File: config.mk
export PLATFORM = sky130hd
export DESIGN_NAME = memoria_spawn_aste
export DESIGN_NICKNAME = d
export VERILOG_FILES = /design/src/rtl/memoria_spawn_aste_pkg.sv /design/src/rtl/memoria_spawn_aste_ram_dp_core.sv /design/src/rtl/memoria_spawn_aste.sv
export SDC_FILE = /design/constraint.sdc
export NUM_CORES = 1
export LEC_CHECK = 0
export CAP_MARGIN = 20
export CORE_ASPECT_RATIO = 1.25
export CORE_UTILIZATION = 26
export CTS_CLUSTER_SIZE = 20
export DETAILED_ROUTE_END_ITERATION = 8
export PLACE_DENSITY = 0.54
export SYNTH_ARGS = -nofsm -noshare
export SYNTH_HDL_FRONTEND = slang
export SYNTH_SLANG_ARGS = --single-unit
File: constraint.sdc
create_clock -name clk -period 2.6 [get_ports clk]
set_clock_uncertainty 0.2 [all_clocks]
set_input_delay 0.52 -clock clk [delete_from_list [all_inputs] [get_ports clk]]
set_output_delay 0.52 -clock clk [all_outputs]
set_load 0.02 [all_outputs]
File: src/rtl/memoria_spawn_aste_pkg.sv
// Shared definitions for memoria_spawn_aste: FSM encoding and default geometry/restore values.
package memoria_spawn_aste_pkg;

  localparam int DEF_DATA_W     = 2;
  localparam int DEF_ADDR_W     = 4;
  localparam int DEF_INIT_FIRST = 2;
  localparam int DEF_INIT_REST  = 0;

  typedef enum logic {
    SWEEP = 1'b0,
    IDLE  = 1'b1
  } state_t;

  function automatic int depth_of(input int addr_w);
    return 1 << addr_w;
  endfunction

endpackage

File: src/rtl/memoria_spawn_aste_ram_dp_core.sv
// Storage for memoria_spawn_aste: one synchronous write port, one registered-address
// read port and one asynchronous read port.
module ram_dp_core
  import memoria_spawn_aste_pkg::*;
#(
  parameter int DATA_W = DEF_DATA_W,
  parameter int ADDR_W = DEF_ADDR_W
) (
  input  logic              clk,
  input  logic              reset_n,
  input  logic              wr_en,
  input  logic [ADDR_W-1:0] wr_addr,
  input  logic [DATA_W-1:0] wr_data,
  input  logic [ADDR_W-1:0] rd_addr,
  output logic [DATA_W-1:0] rd_data,
  input  logic [ADDR_W-1:0] scan_addr,
  output logic [DATA_W-1:0] scan_data
);

  localparam int DEPTH = depth_of(ADDR_W);

  logic [DATA_W-1:0] mem [DEPTH];
  logic [ADDR_W-1:0] rd_addr_reg;

  // Contents are not reset; a restore sweep defines them.
  always_ff @(posedge clk) begin
    if (wr_en) begin
      mem[wr_addr] <= wr_data;
    end
  end

  always_ff @(posedge clk or negedge reset_n) begin
    if (!reset_n) begin
      rd_addr_reg <= '0;
    end else begin
      rd_addr_reg <= rd_addr;
    end
  end

  // Reading through the registered address after the write edge gives write-first behaviour.
  assign rd_data   = mem[rd_addr_reg];
  assign scan_data = mem[scan_addr];

endmodule

File: src/rtl/memoria_spawn_aste.sv
// Memory with restore sweep (INIT_FIRST into entry 0, INIT_REST elsewhere) and optional
// scan pointer, compiled only when MEMORIA_SPAWN_ASTE_SCAN_EN is defined.
module memoria_spawn_aste
  import memoria_spawn_aste_pkg::*;
#(
  parameter int DATA_W     = DEF_DATA_W,
  parameter int ADDR_W     = DEF_ADDR_W,
  parameter int INIT_FIRST = DEF_INIT_FIRST,
  parameter int INIT_REST  = DEF_INIT_REST
) (
  input  logic              clk,
  input  logic              reset_n,
  input  logic              we,
  input  logic [ADDR_W-1:0] addr,
  input  logic [DATA_W-1:0] data,
  output logic [DATA_W-1:0] q,
  input  logic              clear,
  output logic              busy,
  input  logic              scan_en,
  output logic [ADDR_W-1:0] scan_ptr,
  output logic [DATA_W-1:0] scan_q,
  output logic              scan_wrap
);

  localparam int                DEPTH     = depth_of(ADDR_W);
  localparam logic [ADDR_W-1:0] LAST_PTR  = ADDR_W'(DEPTH - 1);
  localparam logic [DATA_W-1:0] FIRST_VAL = DATA_W'(INIT_FIRST);
  localparam logic [DATA_W-1:0] REST_VAL  = DATA_W'(INIT_REST);

  state_t            state, state_next;
  logic [ADDR_W-1:0] sweep_ptr, sweep_ptr_next;
  logic              ram_we;
  logic [ADDR_W-1:0] ram_waddr;
  logic [DATA_W-1:0] ram_wdata;
  logic [ADDR_W-1:0] scan_rd_addr;
  logic [DATA_W-1:0] scan_rd;

  always_ff @(posedge clk or negedge reset_n) begin
    if (!reset_n) begin
      state     <= SWEEP;
      sweep_ptr <= '0;
    end else begin
      state     <= state_next;
      sweep_ptr <= sweep_ptr_next;
    end
  end

  // The single RAM write port belongs to the sweep while busy, to the host otherwise.
  always_comb begin
    state_next     = state;
    sweep_ptr_next = sweep_ptr;
    ram_we         = 1'b0;
    ram_waddr      = addr;
    ram_wdata      = data;
    busy           = 1'b0;
    case (state)
      SWEEP: begin
        busy      = 1'b1;
        ram_we    = 1'b1;
        ram_waddr = sweep_ptr;
        ram_wdata = (sweep_ptr == '0) ? FIRST_VAL : REST_VAL;
        if (clear) begin
          sweep_ptr_next = '0;
        end else if (sweep_ptr == LAST_PTR) begin
          sweep_ptr_next = '0;
          state_next     = IDLE;
        end else begin
          sweep_ptr_next = sweep_ptr + 1'b1;
        end
      end
      IDLE: begin
        ram_we = we;
        if (clear) begin
          state_next     = SWEEP;
          sweep_ptr_next = '0;
        end
      end
      default: begin
        state_next     = SWEEP;
        sweep_ptr_next = '0;
      end
    endcase
  end

  ram_dp_core #(
    .DATA_W (DATA_W),
    .ADDR_W (ADDR_W)
  ) u_ram (
    .clk       (clk),
    .reset_n   (reset_n),
    .wr_en     (ram_we),
    .wr_addr   (ram_waddr),
    .wr_data   (ram_wdata),
    .rd_addr   (addr),
    .rd_data   (q),
    .scan_addr (scan_rd_addr),
    .scan_data (scan_rd)
  );

`ifdef MEMORIA_SPAWN_ASTE_SCAN_EN
  logic [ADDR_W-1:0] scan_ptr_r;
  logic              scan_wrap_r;

  always_ff @(posedge clk or negedge reset_n) begin
    if (!reset_n) begin
      scan_ptr_r  <= '0;
      scan_wrap_r <= 1'b0;
    end else begin
      scan_wrap_r <= 1'b0;
      if (scan_en && !busy) begin
        scan_ptr_r  <= scan_ptr_r + 1'b1;
        scan_wrap_r <= (scan_ptr_r == LAST_PTR);
      end
    end
  end

  assign scan_rd_addr = scan_ptr_r;
  assign scan_ptr     = scan_ptr_r;
  assign scan_q       = scan_rd;
  assign scan_wrap    = scan_wrap_r;
`else
  logic unused_scan;

  assign unused_scan  = scan_en ^ (^scan_rd);
  assign scan_rd_addr = '0;
  assign scan_ptr     = '0;
  assign scan_q       = '0;
  assign scan_wrap    = 1'b0;
`endif

endmodule

After elaboration in Yosys (flattened, before gate mapping)
Memory sizes are Yosys's and may differ from the RTL's.
Cells that the tools add are included.
{"block": "classes", "n_addsub": 1, "n_div": 0, "order_cmp": 0, "mul": 0, "reduce_logical": 1, "eq_ne": 2, "shift": 0, "n_mux": 15, "bitwise_logic": 1}
{"operator": "$mux 4", "n": 4}
{"operator": "$pmux 4 s2", "n": 1}
{"operator": "$mux 1", "n": 6}
{"operator": "$add 4x1->4 const B", "n": 1}
{"operator": "$eq 4x4->1 const B", "n": 1}
{"operator": "$logic_not 4->1", "n": 1}
{"operator": "$mux 2", "n": 2}
{"operator": "$pmux 1 s2", "n": 2}
{"operator": "$ne 2x2->1 const B", "n": 1}
{"operator": "$not 1->1", "n": 1}
{"block": "word_totals", "regBits": 9, "inputBits": 11, "romBits": 0, "elab_cells": 24, "latch_bits": 0, "output_inout_bits": 10, "n_memories": 1, "mem_bits_rw": 32}
{"name": "u_ram.mem", "depth": 16, "width": 2, "read_ports": 1, "rd_ports_with_merged_regs": 0, "wr": 1, "line": "memoria_spawn_aste_ram_dp_core.sv:22", "source": "logic [DATA_W-1:0] mem [DEPTH];"}

Logic depth before layout (Yosys ltp)
Gate-level depths: netlist of the first run.
{"block": "logic_depth", "word_depth": 4, "depth_mapped": 5, "ltp_nobuf": 4}

Cells and area by module
A second synthesis of the first run with hierarchy kept.
{"block": "hier_totals", "hier_cells": 146, "hier_area_um2": 2104.5}
{"module": "ram_dp_core", "area_per_inst_um2": 1724.2, "cells_per_inst": 101, "instances": 1, "seq_area_each_um2": 1061.0}
{"module": "memoria_spawn_aste", "area_per_inst_um2": 380.4, "cells_per_inst": 45, "instances": 1, "seq_area_each_um2": 125.1}

Worst setup path before layout of the first run
Ideal clock, no wire load.
{"block": "synth_path", "path_kind": "flip-flop to output port", "start": "register u_ram.rd_addr_reg[0]", "end": "output port q[1]", "path_buffers": 1, "path_slack_ns": 0.544, "arrival_ns": 1.336, "required_ns": 1.880, "path_stages_with_launch": 5, "path_cell_list": "dfrtp_1 buf_6 mux4_2 a22oi_1 nand3_1"}
{"block": "synth_via", "elab_chain_len": 1}
{"element": "from (decl)", "line": "memoria_spawn_aste_ram_dp_core.sv:23", "source": "logic [ADDR_W-1:0] rd_addr_reg;"}
{"element": "from (signal assigned)", "line": "memoria_spawn_aste_ram_dp_core.sv:36", "source": "rd_addr_reg <= rd_addr;"}
{"element": "$mem_v2 16x2"}
{"element": "to (decl)", "line": "memoria_spawn_aste.sv:16", "source": "output logic [DATA_W-1:0] q,"}
No other way between the ends.

Worst setup path after layout of the first run
{"block": "layout_path", "start": "register u_ram.rd_addr_reg[0]", "end": "output port q[0]"}
The elaborated chain is that of the path after synthesis.

==> results.md, run 1 <==
- Outcome: complete, no violations
- Maxcap violations: 0
- Largest net degree at the start of global routing: 20
- GRT Max-Usage Layer: met2
- Tcrit/Tclk final: 95.1%
- Inserted Diodes: 0
- Floorplan row count: 34
- Maximum fanout along the worst path: 8
- Crit path largest cell delay: 0.49 ns
- Final nets: 162
- Total Routing Usage GR: 10.2%
- RePlAce Congestion: 0.720
- CP Capture Type: output port
- Internal power: 1.07 mW
- Area after DPL: 2060 um2
- Fin. max-slew vios: 0
- Syn_area_per_cell: 13.9 um2
- Grt met3 use: 2.37%
- Worst slew pin tran: 0.587 ns
- Slowest CP cell: mux4_2
- Die H: 96.3 um
- Synth Cell Area: 1850 um2
- Max Clock Freq: 405 MHz
- Final Hold Viols: 0
- Post-synthesis sequential area ratio: 64.1%
- Final setup violation count: 0
- Fraction of layout cells with a size suffix above 1: 12.0%
- DRT Pass-1 Iters: 4
- Leakage: 0.756 nW
- Vias in the first global route: 1091
- First-pass GRT wire length: 5.56 mm
- IO Pins: 21
- Vias: 1058
- Yosys warning total: 0
- Post-route setup TNS: 0 ns
- Die area: 7460 um2
- Min cycle time layout: 2.47 ns
- Total CTS buffers: 5
- Crit start category: flop
- Synthesized flop and latch total: 41
- H-tree depth: 2
- CTS Hold Buffers Added: 0
- Met1 global-route usage: 10.8%
- RSZ-0062 raised after global routing: false
- Worst r2r path cells: 4
- Die Wd: 77.4 um
- DRC viols: 0
- Crit Path Class: reg -> out
- Final hold slack: 0.346 ns
- Crit-path cells: buf_12 -> mux4_2 -> a22oi_1 -> nand3_1 -> buf_2
- Clk buf depth: 2
- CP delay by family, top: multiplexers
- Final HPWL DP: 2.49 mm
- Via density: 4.41
- Finished Cell Area: 2170 um2
- Most frequent cells in the layout: 32 x edfxtp_1, 23 x nor2_1, 10 x clkdlybuf4s50_1
- Clock latency on the worst-skew pair: 0.29 ns
- Clock share of power: 36.2%
- Commonest non-fill, non-tap cell in the layout: edfxtp_1
- Worst-path clk slew: 0.08 ns
- Clock sinks: 41
- Max reg flops: 32
- Syn-to-layout area delta: 17.1%
- CTS tree: done
- Met2 Usage GRT: 18.7%
- Worst rel slew slack: 60.9%
- Combinational share of power: 9.5%
- Final ANT Viol Nets: 0
- R2r endpoint: u_ram.mem[7][0]
- WP data arrival: 1.75 ns
- Sequential share of power: 54.3%
- Required time worst endpoint: 1.88 ns
- Clock root buffer: clkbuf_8
- Drt initial violations: 19
- Yosys cell types: 31
- Design Power: 1.38 mW
- R2R Setup Slk: 0.85 ns
- Worst VDD drop: 0.000189 V
- P_sw: 307 uW
- Initial Util: 26.7%
- Switch share: 22.2%
- Worst r2r src: state
- Wirelength, routed: 3.44 mm
- Hold Path Class: in -> async
- DR WL/cell: 14.3 um
- Power per cell area: 638 nW/um2
- Gate Count Post-Synth: 133
- Port bufs: 12
- Core ar.: 6930 um2
- Initial antenna violation count: 0
- Grt ovf: 0
- Worst Path Buf+Inv: 2
-- cell families after synthesis --
family | after synthesis | share of synthesized area (%)
mux | 9 | 11.1
buf+inv | 16 | 5.14
compound gates | 17 | 5.95
fa+ha+maj | 2 | 1.35
flops | 41 | 64.1
simple gates | 46 | 11.6
other cells | 1 | 0.203
xor+xnor | 1 | 0.474
-- final cells by class --
type	count	area [um2]
Tap cell	90	113
Clock inverter	2	35.0
Timing Repair Buffer	16	153
Clock buffer	6	72.6
Sequential cell	41	1190
Fill cell	689	4770
Multi-Input combinational cell	82	596
Inverter	3	11.3
-- worst max path at each step --
stage / start / to / slack (ns) / cells after the start
finish: u_ram.rd_addr_reg[0] / q[0] / 0.13 / 5
global route: u_ram.rd_addr_reg[0] / q[0] / 0.05 / 5
CTS: u_ram.rd_addr_reg[0] / q[1] / 0.004 / 5
detailed placement: u_ram.rd_addr_reg[0] / q[1] / 0.03 / 5
global placement: u_ram.rd_addr_reg[0] / q[1] / 0.05 / 5
floorplan: u_ram.rd_addr_reg[0] / q[1] / 0.54 / 4
-- metal layers --
metal | vias to the layer above | routed length [um]
met2 | 26 | 1770
met1 | 510 | 1500
met5 | - | 0
met4 | 0 | 85
li1 | 515 | -
met3 | 7 | 87
-- per-stage QoR --
| step | std cells | utilization, % | worst slack [ns] |
|---|---|---|---|
| floorplan | 139 | - | 0.544 |
| global placement | 232 | 29.8 | 0.0463 |
| detailed placement | 232 | 29.8 | 0.0312 |
| CTS | 240 | 31.4 | 0.00376 |
| global route | 240 | 31.2 | 0.0456 |
| finish | 240 | 31.2 | 0.128 |
-- power by group through the flow --
stage	Sequential, mW	Combinational (mW)	Clock, mW
floorplan	0.755	0.0949	0
global placement	0.765	0.134	0
detailed placement	0.766	0.135	0
CTS	0.751	0.136	0.510
global route	0.754	0.143	0.532
finish	0.751	0.131	0.500
-- synthesized netlist by cell type --
cell / n / area (um2)
mux4_1: 4 / 105
nor2_1: 23 / 86.3
nand2b_1: 1 / 6.26
and3_1: 1 / 6.26
xnor2_1: 1 / 8.76
inv_1: 3 / 11.3
buf_4: 7 / 52.6
and3b_1: 1 / 8.76
and2_1: 1 / 6.26
dfrtp_1: 9 / 225
nand2_1: 5 / 18.8
clkbuf_1: 4 / 15.0
ha_1: 2 / 25.0
a21oi_1: 5 / 25.0
nand3_1: 6 / 30.0
edfxtp_1: 32 / 961
nor3_1: 1 / 5.00
a31oi_1: 4 / 25.0
o21ai_0: 2 / 10.0
mux2i_1: 1 / 10.0
o32a_1: 1 / 10.0
a311oi_1: 1 / 8.76
nor2b_1: 5 / 31.3
conb_1: 1 / 3.75
a32oi_1: 1 / 8.76
nor3b_1: 1 / 7.51
buf_2: 1 / 5.00
buf_6: 1 / 11.3
mux4_2: 4 / 90.1
a22oi_1: 3 / 22.5
and4_1: 1 / 8.76
-- what timing repair did --
item                                    in CTS  in global routing
endpoints found under the setup margin       2                  2
buffers inserted                             0                  0
cloned                                       0                  0
resized for setup                            7                  2
Note: power is estimated with default switching activity, not from simulation.
==> inputs of run 2 (changes only) <==
Settings changed: HOLD_SLACK_MARGIN set to 0.02.
==> results of run 2 <==
Same layout as run 1: the final DEF is identical, and so are final timing and power.
